===== src/rtl/axi_pkg.sv =====
// ---------------------------------------------------------------------------
// axi_pkg
// Shared AXI definitions for the read traffic generator slice:
//   - AXI burst type encodings (FIXED / INCR / WRAP)
//   - AXI response encodings (OKAY / EXOKAY / SLVERR / DECERR)
//   - generator FSM state type and state constants
//   - helper to derive AxSIZE from a data bus width
// No ports; imported by every file of the slice.
// ---------------------------------------------------------------------------
package axi_pkg;

    localparam logic [1:0] AXI_BURST_FIXED = 2'b00;
    localparam logic [1:0] AXI_BURST_INCR  = 2'b01;
    localparam logic [1:0] AXI_BURST_WRAP  = 2'b10;

    localparam logic [1:0] AXI_RESP_OKAY   = 2'b00;
    localparam logic [1:0] AXI_RESP_EXOKAY = 2'b01;
    localparam logic [1:0] AXI_RESP_SLVERR = 2'b10;
    localparam logic [1:0] AXI_RESP_DECERR = 2'b11;

    // Plain vector type with named constants so the state register stays
    // compatible with older tool flows that dislike enum-typed flops.
    typedef logic [1:0] gen_state_t;
    localparam gen_state_t ST_IDLE  = 2'd0;
    localparam gen_state_t ST_ISSUE = 2'd1;
    localparam gen_state_t ST_DRAIN = 2'd2;
    localparam gen_state_t ST_DONE  = 2'd3;

    // AxSIZE is log2 of the number of bytes per beat.
    function automatic logic [2:0] axi_size_of(input int dataW);
        return 3'($clog2(dataW / 8));
    endfunction

endpackage


===== src/rtl/axi_rd_traffic_gen_if.sv =====
// ---------------------------------------------------------------------------
// axi_rd_traffic_gen_if
// AXI read address (AR) and read data (R) channels bundled as one interface.
//   master modport: drives AR + rready, receives arready + R
//   slave  modport: the mirror image, for a memory or a bench model
// Parameters: ADDR_W, DATA_W, ID_W set the bus widths.
// ---------------------------------------------------------------------------
interface axi_rd_traffic_gen_if
    import axi_pkg::*;
#(
    parameter int ADDR_W = 32,
    parameter int DATA_W = 256,
    parameter int ID_W   = 7
);

    logic [ID_W-1:0]   arid;
    logic [ADDR_W-1:0] araddr;
    logic [7:0]        arlen;
    logic [2:0]        arsize;
    logic [1:0]        arburst;
    logic              arvalid;
    logic              arready;

    logic [ID_W-1:0]   rid;
    logic [DATA_W-1:0] rdata;
    logic [1:0]        rresp;
    logic              rlast;
    logic              rvalid;
    logic              rready;

    modport master (
        output arid, araddr, arlen, arsize, arburst, arvalid,
        input  arready,
        input  rid, rdata, rresp, rlast, rvalid,
        output rready
    );

    modport slave (
        input  arid, araddr, arlen, arsize, arburst, arvalid,
        output arready,
        output rid, rdata, rresp, rlast, rvalid,
        input  rready
    );

endinterface


===== src/rtl/axi_rd_checker.sv =====
// ---------------------------------------------------------------------------
// axi_rd_checker
// Watches accepted R beats and keeps the per-run statistics.
//   i_clk, i_reset   : clock, asynchronous active-high reset
//   i_clear          : zero all statistics (start of a new run)
//   i_beat_valid     : an R handshake happens this cycle
//   i_rid/i_rdata/i_rresp/i_rlast : R channel payload of that beat
//   i_len            : arlen of the current run (beats per burst minus one)
//   o_beat_cnt       : accepted beats, wraps
//   o_err_cnt        : erroneous beats, saturates at 16'hFFFF
//   o_rdata_xor      : XOR fold of every accepted rdata word
// ---------------------------------------------------------------------------
module axi_rd_checker
    import axi_pkg::*;
#(
    parameter int ID_W   = 7,
    parameter int DATA_W = 256,
    parameter int GEN_ID = 0
) (
    input  logic              i_clk,
    input  logic              i_reset,
    input  logic              i_clear,
    input  logic              i_beat_valid,
    input  logic [ID_W-1:0]   i_rid,
    input  logic [DATA_W-1:0] i_rdata,
    input  logic [1:0]        i_rresp,
    input  logic              i_rlast,
    input  logic [7:0]        i_len,
    output logic [31:0]       o_beat_cnt,
    output logic [15:0]       o_err_cnt,
    output logic [DATA_W-1:0] o_rdata_xor
);

    // Beat index is wider than arlen so a burst whose rlast never shows up
    // keeps counting past len instead of aliasing back onto valid indices.
    logic [15:0]       beatIdx_q,  beatIdx_d;
    logic [31:0]       beatCnt_q,  beatCnt_d;
    logic [15:0]       errCnt_q,   errCnt_d;
    logic [DATA_W-1:0] rdataXor_q, rdataXor_d;
    logic              beatErr;
    logic [15:0]       lenWide;

    assign lenWide = {8'd0, i_len};

    // All error causes are OR-ed so a beat with several faults counts once.
    assign beatErr = (i_rresp != AXI_RESP_OKAY)
                   || (i_rid != ID_W'(GEN_ID))
                   || ( i_rlast && (beatIdx_q <  lenWide))
                   || (!i_rlast && (beatIdx_q == lenWide));

    // Statistics update: a clear wins over a beat arriving in the same cycle,
    // and any rlast (early or on time) closes the burst for indexing.
    always_comb begin
        beatIdx_d  = beatIdx_q;
        beatCnt_d  = beatCnt_q;
        errCnt_d   = errCnt_q;
        rdataXor_d = rdataXor_q;
        if (i_clear) begin
            beatIdx_d  = '0;
            beatCnt_d  = '0;
            errCnt_d   = '0;
            rdataXor_d = '0;
        end else if (i_beat_valid) begin
            beatCnt_d  = beatCnt_q + 32'd1;
            rdataXor_d = rdataXor_q ^ i_rdata;
            if (beatErr && (errCnt_q != 16'hFFFF)) begin
                errCnt_d = errCnt_q + 16'd1;
            end
            beatIdx_d = i_rlast ? 16'd0 : beatIdx_q + 16'd1;
        end
    end

    always_ff @(posedge i_clk or posedge i_reset) begin
        if (i_reset) begin
            beatIdx_q  <= '0;
            beatCnt_q  <= '0;
            errCnt_q   <= '0;
            rdataXor_q <= '0;
        end else begin
            beatIdx_q  <= beatIdx_d;
            beatCnt_q  <= beatCnt_d;
            errCnt_q   <= errCnt_d;
            rdataXor_q <= rdataXor_d;
        end
    end

    assign o_beat_cnt  = beatCnt_q;
    assign o_err_cnt   = errCnt_q;
    assign o_rdata_xor = rdataXor_q;

endmodule


===== src/rtl/axi_rd_traffic_gen.sv =====
// ---------------------------------------------------------------------------
// axi_rd_traffic_gen
// Issues a run of INCR read bursts at base + k*stride, keeps up to MAX_OUT
// of them in flight and folds the returned data through axi_rd_checker.
//   i_clk, i_reset  : clock, asynchronous active-high reset
//   i_start         : one-cycle start pulse, honoured only when idle
//   i_base_addr     : address of the first burst
//   i_stride        : address increment between bursts (wraps silently)
//   i_num_bursts    : bursts in the run (0 completes immediately)
//   i_len           : arlen used for every burst
//   o_busy          : run in progress
//   o_done          : one-cycle completion pulse
//   o_beat_cnt, o_err_cnt, o_rdata_xor : run statistics, held until next run
//   axi             : AR/R channels (master side)
// ---------------------------------------------------------------------------
module axi_rd_traffic_gen
    import axi_pkg::*;
#(
    parameter int ADDR_W  = 32,
    parameter int DATA_W  = 256,
    parameter int ID_W    = 7,
    parameter int MAX_OUT = 4,
    parameter int GEN_ID  = 0
) (
    input  logic                 i_clk,
    input  logic                 i_reset,
    input  logic                 i_start,
    input  logic [ADDR_W-1:0]    i_base_addr,
    input  logic [ADDR_W-1:0]    i_stride,
    input  logic [15:0]          i_num_bursts,
    input  logic [7:0]           i_len,
    output logic                 o_busy,
    output logic                 o_done,
    output logic [31:0]          o_beat_cnt,
    output logic [15:0]          o_err_cnt,
    output logic [DATA_W-1:0]    o_rdata_xor,
    axi_rd_traffic_gen_if.master axi
);

    localparam logic [2:0] AR_SIZE   = axi_size_of(DATA_W);
    localparam logic [4:0] MAX_OUT_C = 5'(MAX_OUT);

    gen_state_t        state_q,       state_d;
    logic [ADDR_W-1:0] araddr_q,      araddr_d;
    logic [ADDR_W-1:0] stride_q,      stride_d;
    logic [15:0]       numBursts_q,   numBursts_d;
    logic [7:0]        len_q,         len_d;
    logic [15:0]       issued_q,      issued_d;
    logic [4:0]        outstanding_q, outstanding_d;

    logic arValid;
    logic rReady;
    logic arHs;
    logic rHs;
    logic rLastDec;
    logic clearStats;

    // arvalid depends only on registered state, so once raised it can only
    // fall through a handshake, which keeps the AR payload stable while stalled.
    assign arValid  = (state_q == ST_ISSUE)
                    && (issued_q < numBursts_q)
                    && (outstanding_q < MAX_OUT_C);
    assign rReady   = (state_q == ST_ISSUE) || (state_q == ST_DRAIN);
    assign arHs     = arValid && axi.arready;
    assign rHs      = axi.rvalid && rReady;
    // A stray rlast with nothing in flight must not underflow the counter.
    assign rLastDec = rHs && axi.rlast && (outstanding_q != 5'd0);

    // Next-state logic: AR bookkeeping first, then FSM transitions; the idle
    // branch reloads the run configuration and overrides the bookkeeping.
    always_comb begin
        state_d       = state_q;
        araddr_d      = araddr_q;
        stride_d      = stride_q;
        numBursts_d   = numBursts_q;
        len_d         = len_q;
        issued_d      = issued_q;
        outstanding_d = outstanding_q;
        clearStats    = 1'b0;

        if (arHs) begin
            issued_d = issued_q + 16'd1;
            araddr_d = araddr_q + stride_q;
        end
        if (arHs && !rLastDec) begin
            outstanding_d = outstanding_q + 5'd1;
        end else if (!arHs && rLastDec) begin
            outstanding_d = outstanding_q - 5'd1;
        end

        case (state_q)
            ST_IDLE: begin
                if (i_start) begin
                    araddr_d      = i_base_addr;
                    stride_d      = i_stride;
                    numBursts_d   = i_num_bursts;
                    len_d         = i_len;
                    issued_d      = '0;
                    outstanding_d = '0;
                    clearStats    = 1'b1;
                    state_d       = (i_num_bursts == 16'd0) ? ST_DONE : ST_ISSUE;
                end
            end
            ST_ISSUE: begin
                if (arHs && (issued_d == numBursts_q)) begin
                    state_d = ST_DRAIN;
                end
            end
            ST_DRAIN: begin
                if (outstanding_q == 5'd0) begin
                    state_d = ST_DONE;
                end
            end
            ST_DONE: begin
                state_d = ST_IDLE;
            end
            default: begin
                state_d = ST_IDLE;
            end
        endcase
    end

    always_ff @(posedge i_clk or posedge i_reset) begin
        if (i_reset) begin
            state_q       <= ST_IDLE;
            araddr_q      <= '0;
            stride_q      <= '0;
            numBursts_q   <= '0;
            len_q         <= '0;
            issued_q      <= '0;
            outstanding_q <= '0;
        end else begin
            state_q       <= state_d;
            araddr_q      <= araddr_d;
            stride_q      <= stride_d;
            numBursts_q   <= numBursts_d;
            len_q         <= len_d;
            issued_q      <= issued_d;
            outstanding_q <= outstanding_d;
        end
    end

    assign axi.arid    = ID_W'(GEN_ID);
    assign axi.araddr  = araddr_q;
    assign axi.arlen   = len_q;
    assign axi.arsize  = AR_SIZE;
    assign axi.arburst = AXI_BURST_INCR;
    assign axi.arvalid = arValid;
    assign axi.rready  = rReady;

    assign o_busy = rReady;
    assign o_done = (state_q == ST_DONE);

    axi_rd_checker #(
        .ID_W   (ID_W),
        .DATA_W (DATA_W),
        .GEN_ID (GEN_ID)
    ) u_checker (
        .i_clk        (i_clk),
        .i_reset      (i_reset),
        .i_clear      (clearStats),
        .i_beat_valid (rHs),
        .i_rid        (axi.rid),
        .i_rdata      (axi.rdata),
        .i_rresp      (axi.rresp),
        .i_rlast      (axi.rlast),
        .i_len        (len_q),
        .o_beat_cnt   (o_beat_cnt),
        .o_err_cnt    (o_err_cnt),
        .o_rdata_xor  (o_rdata_xor)
    );

endmodule


===== src/flat_wrapper.sv =====
// flat-port wrapper written by rule: the top's interface ports become plain ports
module axi_rd_traffic_gen_flat import axi_pkg::*;
#(
    parameter int ADDR_W  = 32,
    parameter int DATA_W  = 256,
    parameter int ID_W    = 7,
    parameter int MAX_OUT = 4,
    parameter int GEN_ID  = 0
)
  (i_clk, i_reset, i_start, i_base_addr, i_stride, i_num_bursts, i_len, o_busy, o_done, o_beat_cnt, o_err_cnt, o_rdata_xor, axi_arid, axi_araddr, axi_arlen, axi_arsize, axi_arburst, axi_arvalid, axi_arready, axi_rid, axi_rdata, axi_rresp, axi_rlast, axi_rvalid, axi_rready);
  axi_rd_traffic_gen_if #(.ADDR_W(ADDR_W), .DATA_W(DATA_W), .ID_W(ID_W)) axi_i ();
  input  logic i_clk;
  input  logic i_reset;
  input  logic i_start;
  input  logic [ADDR_W-1:0] i_base_addr;
  input  logic [ADDR_W-1:0] i_stride;
  input  logic [15:0] i_num_bursts;
  input  logic [7:0] i_len;
  output logic o_busy;
  output logic o_done;
  output logic [31:0] o_beat_cnt;
  output logic [15:0] o_err_cnt;
  output logic [DATA_W-1:0] o_rdata_xor;
  output wire logic [$bits(axi_i.arid)-1:0] axi_arid;
  output wire logic [$bits(axi_i.araddr)-1:0] axi_araddr;
  output wire logic [$bits(axi_i.arlen)-1:0] axi_arlen;
  output wire logic [$bits(axi_i.arsize)-1:0] axi_arsize;
  output wire logic [$bits(axi_i.arburst)-1:0] axi_arburst;
  output wire logic [$bits(axi_i.arvalid)-1:0] axi_arvalid;
  input wire logic [$bits(axi_i.arready)-1:0] axi_arready;
  input wire logic [$bits(axi_i.rid)-1:0] axi_rid;
  input wire logic [$bits(axi_i.rdata)-1:0] axi_rdata;
  input wire logic [$bits(axi_i.rresp)-1:0] axi_rresp;
  input wire logic [$bits(axi_i.rlast)-1:0] axi_rlast;
  input wire logic [$bits(axi_i.rvalid)-1:0] axi_rvalid;
  output wire logic [$bits(axi_i.rready)-1:0] axi_rready;
  assign axi_arid = axi_i.arid;
  assign axi_araddr = axi_i.araddr;
  assign axi_arlen = axi_i.arlen;
  assign axi_arsize = axi_i.arsize;
  assign axi_arburst = axi_i.arburst;
  assign axi_arvalid = axi_i.arvalid;
  assign axi_i.arready = axi_arready;
  assign axi_i.rid = axi_rid;
  assign axi_i.rdata = axi_rdata;
  assign axi_i.rresp = axi_rresp;
  assign axi_i.rlast = axi_rlast;
  assign axi_i.rvalid = axi_rvalid;
  assign axi_rready = axi_i.rready;
  axi_rd_traffic_gen #(.ADDR_W(ADDR_W), .DATA_W(DATA_W), .ID_W(ID_W), .MAX_OUT(MAX_OUT), .GEN_ID(GEN_ID)) u_core (.i_clk(i_clk), .i_reset(i_reset), .i_start(i_start), .i_base_addr(i_base_addr), .i_stride(i_stride), .i_num_bursts(i_num_bursts), .i_len(i_len), .o_busy(o_busy), .o_done(o_done), .o_beat_cnt(o_beat_cnt), .o_err_cnt(o_err_cnt), .o_rdata_xor(o_rdata_xor), .axi(axi_i));
endmodule

===== config.mk =====
export PLATFORM = sky130hd
export DESIGN_NAME = axi_rd_traffic_gen_flat
export DESIGN_NICKNAME = d
export VERILOG_FILES = /design/src/rtl/axi_pkg.sv /design/src/rtl/axi_rd_traffic_gen_if.sv /design/src/rtl/axi_rd_checker.sv /design/src/rtl/axi_rd_traffic_gen.sv /design/src/flat_wrapper.sv
export SDC_FILE = /design/constraint.sdc
export NUM_CORES = 1
export LEC_CHECK = 0
export ABC_CLOCK_PERIOD_IN_PS = 12930
export BUFFER_PORTS_ARGS = -buffer_cell sky130_fd_sc_hd__buf_2
export CAP_MARGIN = 15
export CORE_AREA = 2 2 278 280
export CTS_CLUSTER_DIAMETER = 80
export DETAILED_ROUTE_END_ITERATION = 16
export DIE_AREA = 0 0 280 282
export GPL_TIMING_DRIVEN = 0
export HOLD_SLACK_MARGIN = 0.06
export SLEW_MARGIN = 20
export SYNTH_ARGS = -nofsm -noshare
export SYNTH_HDL_FRONTEND = slang
export SYNTH_SLANG_ARGS = --single-unit

===== constraint.sdc =====
create_clock -name i_clk -period 12.93 [get_ports i_clk]
set_input_delay 1.293 -clock i_clk [delete_from_list [all_inputs] [get_ports i_clk]]
set_output_delay 1.293 -clock i_clk [all_outputs]
set_load 0.05 [all_outputs]

Word level (Yosys, flattened, before mapping). Index checks and enable logic that the tools add are counted. W data, S select, Z words.

Register bits after elaboration: 431. Input bits: 359. Output and inout port bits: 360. Logic and storage cells: 88.

$add $sub $neg: 7. Order comparisons: 3. Equality and inequality tests: 9. Mux-type cells: 27. Bitwise operators: 1. Reductions and logical operators: 30.

Operators with widths (number): $mux W256 (2); $xor A256 B256 Y256 (1); $mux W32 (5); $mux W16 (9); $add A16 B1 Y16 const B (3); $add A32 B1 Y32 const B (1); $add A32 B32 Y32 (1); $mux W5 (4); $eq A16 B16 Y1 (1); $eq A16 B8 Y1 (1); $logic_not A16 Y1 (1); $lt A16 B16 Y1 (1); $lt A16 B8 Y1 (1); $ne A16 B16 Y1 const B (1); $logic_and A1 B1 Y1 (12); $mux W2 (4); $pmux W2 S4 (1); $reduce_bool A7 Y1 (1); $ne A2 B2 Y1 const B (3); $reduce_bool A2 Y1 (3); $add A5 B1 Y5 const B (1); $logic_not A5 Y1 (1); $lt A5 B3 Y1 const B (1); $reduce_bool A5 Y1 (1); other kinds (9) (17).

Depth between registers and ports, before layout.
Depth after elaboration: 10. Mapped depth: 14. Depth with buffers taken out: 13.

Cells and area by module. Synthesis repeated with hierarchy kept, for this count alone.

Cell total of the unflattened synthesis: 2349. Area total of the unflattened synthesis: 21573.2 um^2.

By module, submodules not included: axi_rd_checker (instances 1, cells an instance 1477, area each 14393.8 um^2); axi_rd_traffic_gen (instances 1, cells an instance 872, area each 7179.4 um^2).

Least setup slack after synthesis. Ideal clock, no wire load.

Path kind: input-to-reg. Start: input axi_rvalid. End: register u_core.u_checker.beatCnt_q[31], in the netlist u_core.u_checker.o_beat_cnt[31]. Setup time: 132 ps. Arrival time: 3156 ps. Required time: 12798 ps. Slack: 9642 ps. Stages: 11. Buffers on the path: 2. Path through: and2_1 clkbuf_1 nand4_1 nor2_1 nand2_1 or3_1 clkbuf_1 nor3_1 nand3_1 xor2_1 nor2_1.

Word-level cells in the longest chain between the ends: 2.

Ends and longest elaborated chain: from (decl) (RTL line flat_wrapper.sv:35) `input wire logic [$bits(axi_i.rvalid)-1:0] axi_rvalid;`; $logic_and A1 B1 Y1 (RTL line axi_rd_traffic_gen.sv:65) `assign rHs = axi.rvalid && rReady;`; $reduce_bool A2 Y1 (no source line); to (signal assigned) (RTL line axi_rd_checker.sv:81) `beatCnt_q <= beatCnt_d;`; to (decl) (RTL line axi_rd_checker.sv:37) `logic [31:0] beatCnt_q, beatCnt_d;`.

Every way passes these cells. A chain may end at the register's enable or synchronous reset.

Worst setup path in the final report.
Start: register u_core.state_q[0]. End: register u_core.u_checker.rdataXor_q[129], in the netlist u_core.u_checker.o_rdata_xor[129].

Word-level cells in the longest chain between the ends: 4. Elaborated cells between the ends (all ways): 8. Those cells by class: eq/ne (2); mux (2); reduce/logical (4).

Ends and longest elaborated chain: from (decl) (RTL line axi_rd_traffic_gen.sv:43) `gen_state_t state_q, state_d;`; from (signal assigned) (RTL line axi_rd_traffic_gen.sv:133) `state_q <= state_d;`; $eq A2 B1 Y1 / $eq A2 B2 Y1 (equally long branches) (RTL line axi_rd_traffic_gen.sv:63) `assign rReady = (state_q == ST_ISSUE) || (state_q == ST_DRAIN);`; $logic_or A1 B1 Y1 (RTL line axi_rd_traffic_gen.sv:63); $logic_and A1 B1 Y1 (RTL line axi_rd_traffic_gen.sv:65); $reduce_bool A2 Y1 (no source line); to (signal assigned) (RTL line axi_rd_checker.sv:83) `rdataXor_q <= rdataXor_d;`; to (decl) (RTL line axi_rd_checker.sv:39) `logic [DATA_W-1:0] rdataXor_q, rdataXor_d;`.

Parallel ways exist; a longest one is shown, timed or not.

==> impl_metrics.py <==
metrics = {
    "setup_path": {
        "crit_family": "buffers and inverters",
        "worstPathCellList": "inv_1 > ha_1 > and2_1 > clkbuf_1 > clkbuf_1 > clkbuf_1 > clkbuf_1 > nand2_1 > xor2_1 > nor2_1",
        "path_common_cell": "clkbuf_1",
        "cp_max_fo": 10,
        "slowest_delay_ns": 0.76,
        "critPathKind": "flop to flop",
        "end_kind": "flop",
        "required_ns": 13.37,
        "slowest_stage": "clkbuf_1",
        "worst-path-buf-inv": 5,
        "timing.rr.start": "u_core.state_q[0]$_DFFE_PP0P_",
        "cp-start-kind": "flop",
        "setup.worst_path.start": "u_core.state_q[0]$_DFFE_PP0P_",
        "crit_arrival_ns": 4.57,
    },
    "timing": {
        "fin_setup_tns_ns": 0,
        "fmax_mhz": 242,
        "timing.slew.headroom_pct": 29.3,
        "final-hold-violation-count": 0,
        "worst_pin_slew_ns": 1.06,
        "rsz0062_at_grt": "no",
        "finalWorstSetupSlack_ns": 8.80,
        "timing.clock.skew_ns": 0.0238,
        "maxSlewViolCount": 0,
        "setup_violations": 0,
        "timing.final.crit_share_pct": 32.0,
        "period_needed_ns": 4.13,
    },
    "floorplanning": {
        "fp.dieW_um": 280,
        "start_util_pct": 28.5,
        "die_area_um2": 79000,
        "die_h_um": 282,
        "ios": 719,
        "rows": 101,
        "fp.coreArea_um2": 75700,
    },
    "clocking": {
        "cts.sinks": 431,
        "htreeDepth": 2,
        "cts_resized": 0,
        "postCtsSetupBuffers": 0,
        "cts-buffers-inserted": 51,
        "hold_buffers": 0,
        "clockRootBuffer": "clkbuf_16",
        "cts_tree": "built",
        "clockBufferDepth": 3,
        "clk_pin_slew_worst_paths_ns": 0.06,
        "insertion_delay_ns": 0.59,
    },
    "layout": {
        "fin_nets": 3562,
        "layout_common_cells": "buf_2, nand2_1, dfrtp_1",
        "drive_gt1_share_pct": 26.4,
        "layout_commonest_cell": "buf_2",
        "design_area_um2": 28500,
        "area_growth_pct": 32.2,
        "finish.utilization_pct": 37.6,
    },
    "logic_synthesis": {
        "synth_top_area_share_pct": 50.1,
        "seq_area_frac_synth_pct": 50.1,
        "postSynthCellCount": 2353,
        "synth_cell_types": 78,
        "synth_area_leader_cell": "dfrtp_1",
        "synth_ff_type": "dfrtp_1",
        "synthTopCellsByArea": "dfrtp_1, xor2_1, nand2_1",
        "yosysWarnings": 0,
        "synth_area_um2": 21500,
        "synth_edf_count": 0,
        "ys_ff_latch": 431,
        "async_reset_ff_share_pct": 100,
        "syn_avg_cell_area_um2": 9.16,
    },
    "routing": {
        "antenna_left": 0,
        "wl_per_cell_um": 20.1,
        "vias_per_cell": 4.62,
        "initialDrtViolationCount": 1219,
        "drt_wl_total_um": 83700,
        "vias": 19200,
        "drc": 0,
        "drt-pass1-iter-count": 5,
    },
    "place": {
        "place_area_um2": 26700,
        "hpwl_um": 66800,
        "gp_congestion": 0.905,
        "port_buffers": 706,
        "place_ws_ns": 8.25,
    },
    "power": {
        "ir_drop_mv": 0.173,
        "comb_power_share_pct": 54.1,
        "power.share.switching_pct": 51.7,
        "switchingPower_w": 0.00433,
        "seqPwrFrac_pct": 27.3,
        "intPower_w": 0.00404,
        "powerDensity_nw_per_um2": 294,
        "power_leakage_nw": 14.4,
        "clock_power_share_pct": 18.6,
    },
    "global_routing": {
        "grt_pass1_vias": 18900,
        "grt_pass1_wl_um": 122000,
        "grt_max_degree": 33,
        "antenna_found_initial": 15,
        "overflow": 0,
        "track_usage_pct": 20.5,
    },
    "status": {
        "outcome": "finished, final reports clean",
    },
    "min_path": {
        "hold_path_startpoint": "u_core.stride_q[15]$_DFFE_PP0P_",
        "hold_path_class": "flop to flop",
    },
    "run": {
        "cap_violations": 0,
    },
}
[power by group through the flow]
stage	clock (W)	sequential, W	combinational (W)
6_report	0.00156	0.00229	0.00452
5_1_grt	0.00165	0.00234	0.00489
4_1_cts	0.00159	0.00228	0.00457
3_5_place_dp	0	0.00229	0.00456
3_3_place_gp	0	0.00230	0.00449
2_1_floorplan	0	0.00364	0.00185
[worst register-to-register path, delay by kind of cell (launching register included)]
| kind | cells | cell delay [ns] |
|---|---|---|
| adder cells (fa/ha/maj) | 1 | 0.44 |
| XOR/XNOR | 1 | 0.19 |
| flip-flops | 1 | 0.39 |
| buffers and inverters | 5 | 2.43 |
| AND/OR/NAND/NOR | 3 | 0.53 |
[Yosys cell counts, types with 3 or more instances]
cell / count
and2_1: 11
or3_1: 13
nor4_1: 11
nand4_1: 23
nand2_1: 483
and3_1: 13
buf_4: 14
dfrtp_1: 431
or4_1: 4
and4_1: 7
xnor2_1: 42
clkbuf_1: 102
nand3_1: 42
o21ai_0: 68
mux2i_1: 9
nor2_1: 410
nor4b_1: 3
a211oi_1: 6
o211ai_1: 5
o21a_1: 8
a21oi_1: 106
nor3_1: 14
nand2b_1: 6
buf_1: 3
ha_1: 65
o31ai_1: 3
inv_1: 43
nor2b_1: 8
a2111oi_0: 3
a21o_1: 15
o21bai_1: 5
a31oi_1: 12
o21ai_1: 8
xor2_1: 301
o22ai_1: 3
[worst paths after layout]
| kind | endpoint | slack (ns) | cells past startpoint |
|---|---|---|---|
| max | u_core.u_checker.o_rdata_xor[129]$_DFFE_PP0P_ | 8.80 | 10 |
| min | u_core.stride_q[15]$_DFFE_PP0P_ | 0.48 | 2 |
| max reg2reg | u_core.u_checker.o_rdata_xor[129]$_DFFE_PP0P_ | 8.80 | 10 |
| min reg2reg | u_core.stride_q[15]$_DFFE_PP0P_ | 0.48 | 2 |
| max in group asynchronous | u_core.u_checker.beatIdx_q[8]$_DFFE_PP0P_ | 10.21 | 9 |
| min in group asynchronous | u_core.u_checker.o_rdata_xor[137]$_DFFE_PP0P_ | 0.79 | 2 |
[flip-flops by register name, summed over array words and instances (netlist names)]
register and cells:
u_core.numBursts_q 16, u_core.issued_q 16, u_core.axi.araddr 32, u_core.state_q 2, u_core.u_checker.o_beat_cnt 32, u_core.outstanding_q 5
u_core.u_checker.beatIdx_q 16, u_core.u_checker.o_err_cnt 16, u_core.axi.arlen 8, u_core.u_checker.o_rdata_xor 256, u_core.stride_q 32
[final cells by class]
| cell class | count | area [um2] |
|---|---|---|
| antenna | 5 | 12.5 |
| buffer | 120 | 510 |
| clock buffer | 72 | 1480 |
| clock inverter | 20 | 325 |
| fill | 7786 | 47200 |
| inverter | 45 | 175 |
| multi-input combinational | 1767 | 10100 |
| sequential | 431 | 10800 |
| tap | 978 | 1220 |
| timing repair buffer | 721 | 3860 |
[layer usage]
metal | part of all wire, % | GRT usage, % | up-vias
li1 | - | - | 9192
met1 | 41 | 25.7 | 9230
met4 | 3.2 | 6.47 | 12
met2 | 49 | 35.1 | 636
met5 | 0.081 | 0 | -
met3 | 6.5 | 4.75 | 143
[stage by stage]
step                hold WS (ns)  std cells  power (W)
finish                     0.480       4159    0.00837
global route               0.505       4159    0.00888
CTS                        0.483       4154    0.00844
detailed placement         0.469       4062    0.00685
global placement           0.467       4047    0.00678
floorplan                  0.450       2363    0.00548
[cell families after synthesis]
logic type                 count (synthesis)  share of synthesized area [%]
adders and majority gates                 66                           3.87
xor gates and xnor gates                 344                           14.0
muxes                                     11                          0.540
buffers and inverters                    165                           3.16
and+or+nand+nor                         1066                           20.7
DFF                                      431                           50.1
other                                      2                         0.0349
AOI/OAI and AO/OA                        268                           7.63
Note: power is estimated with default switching activity, not from simulation.
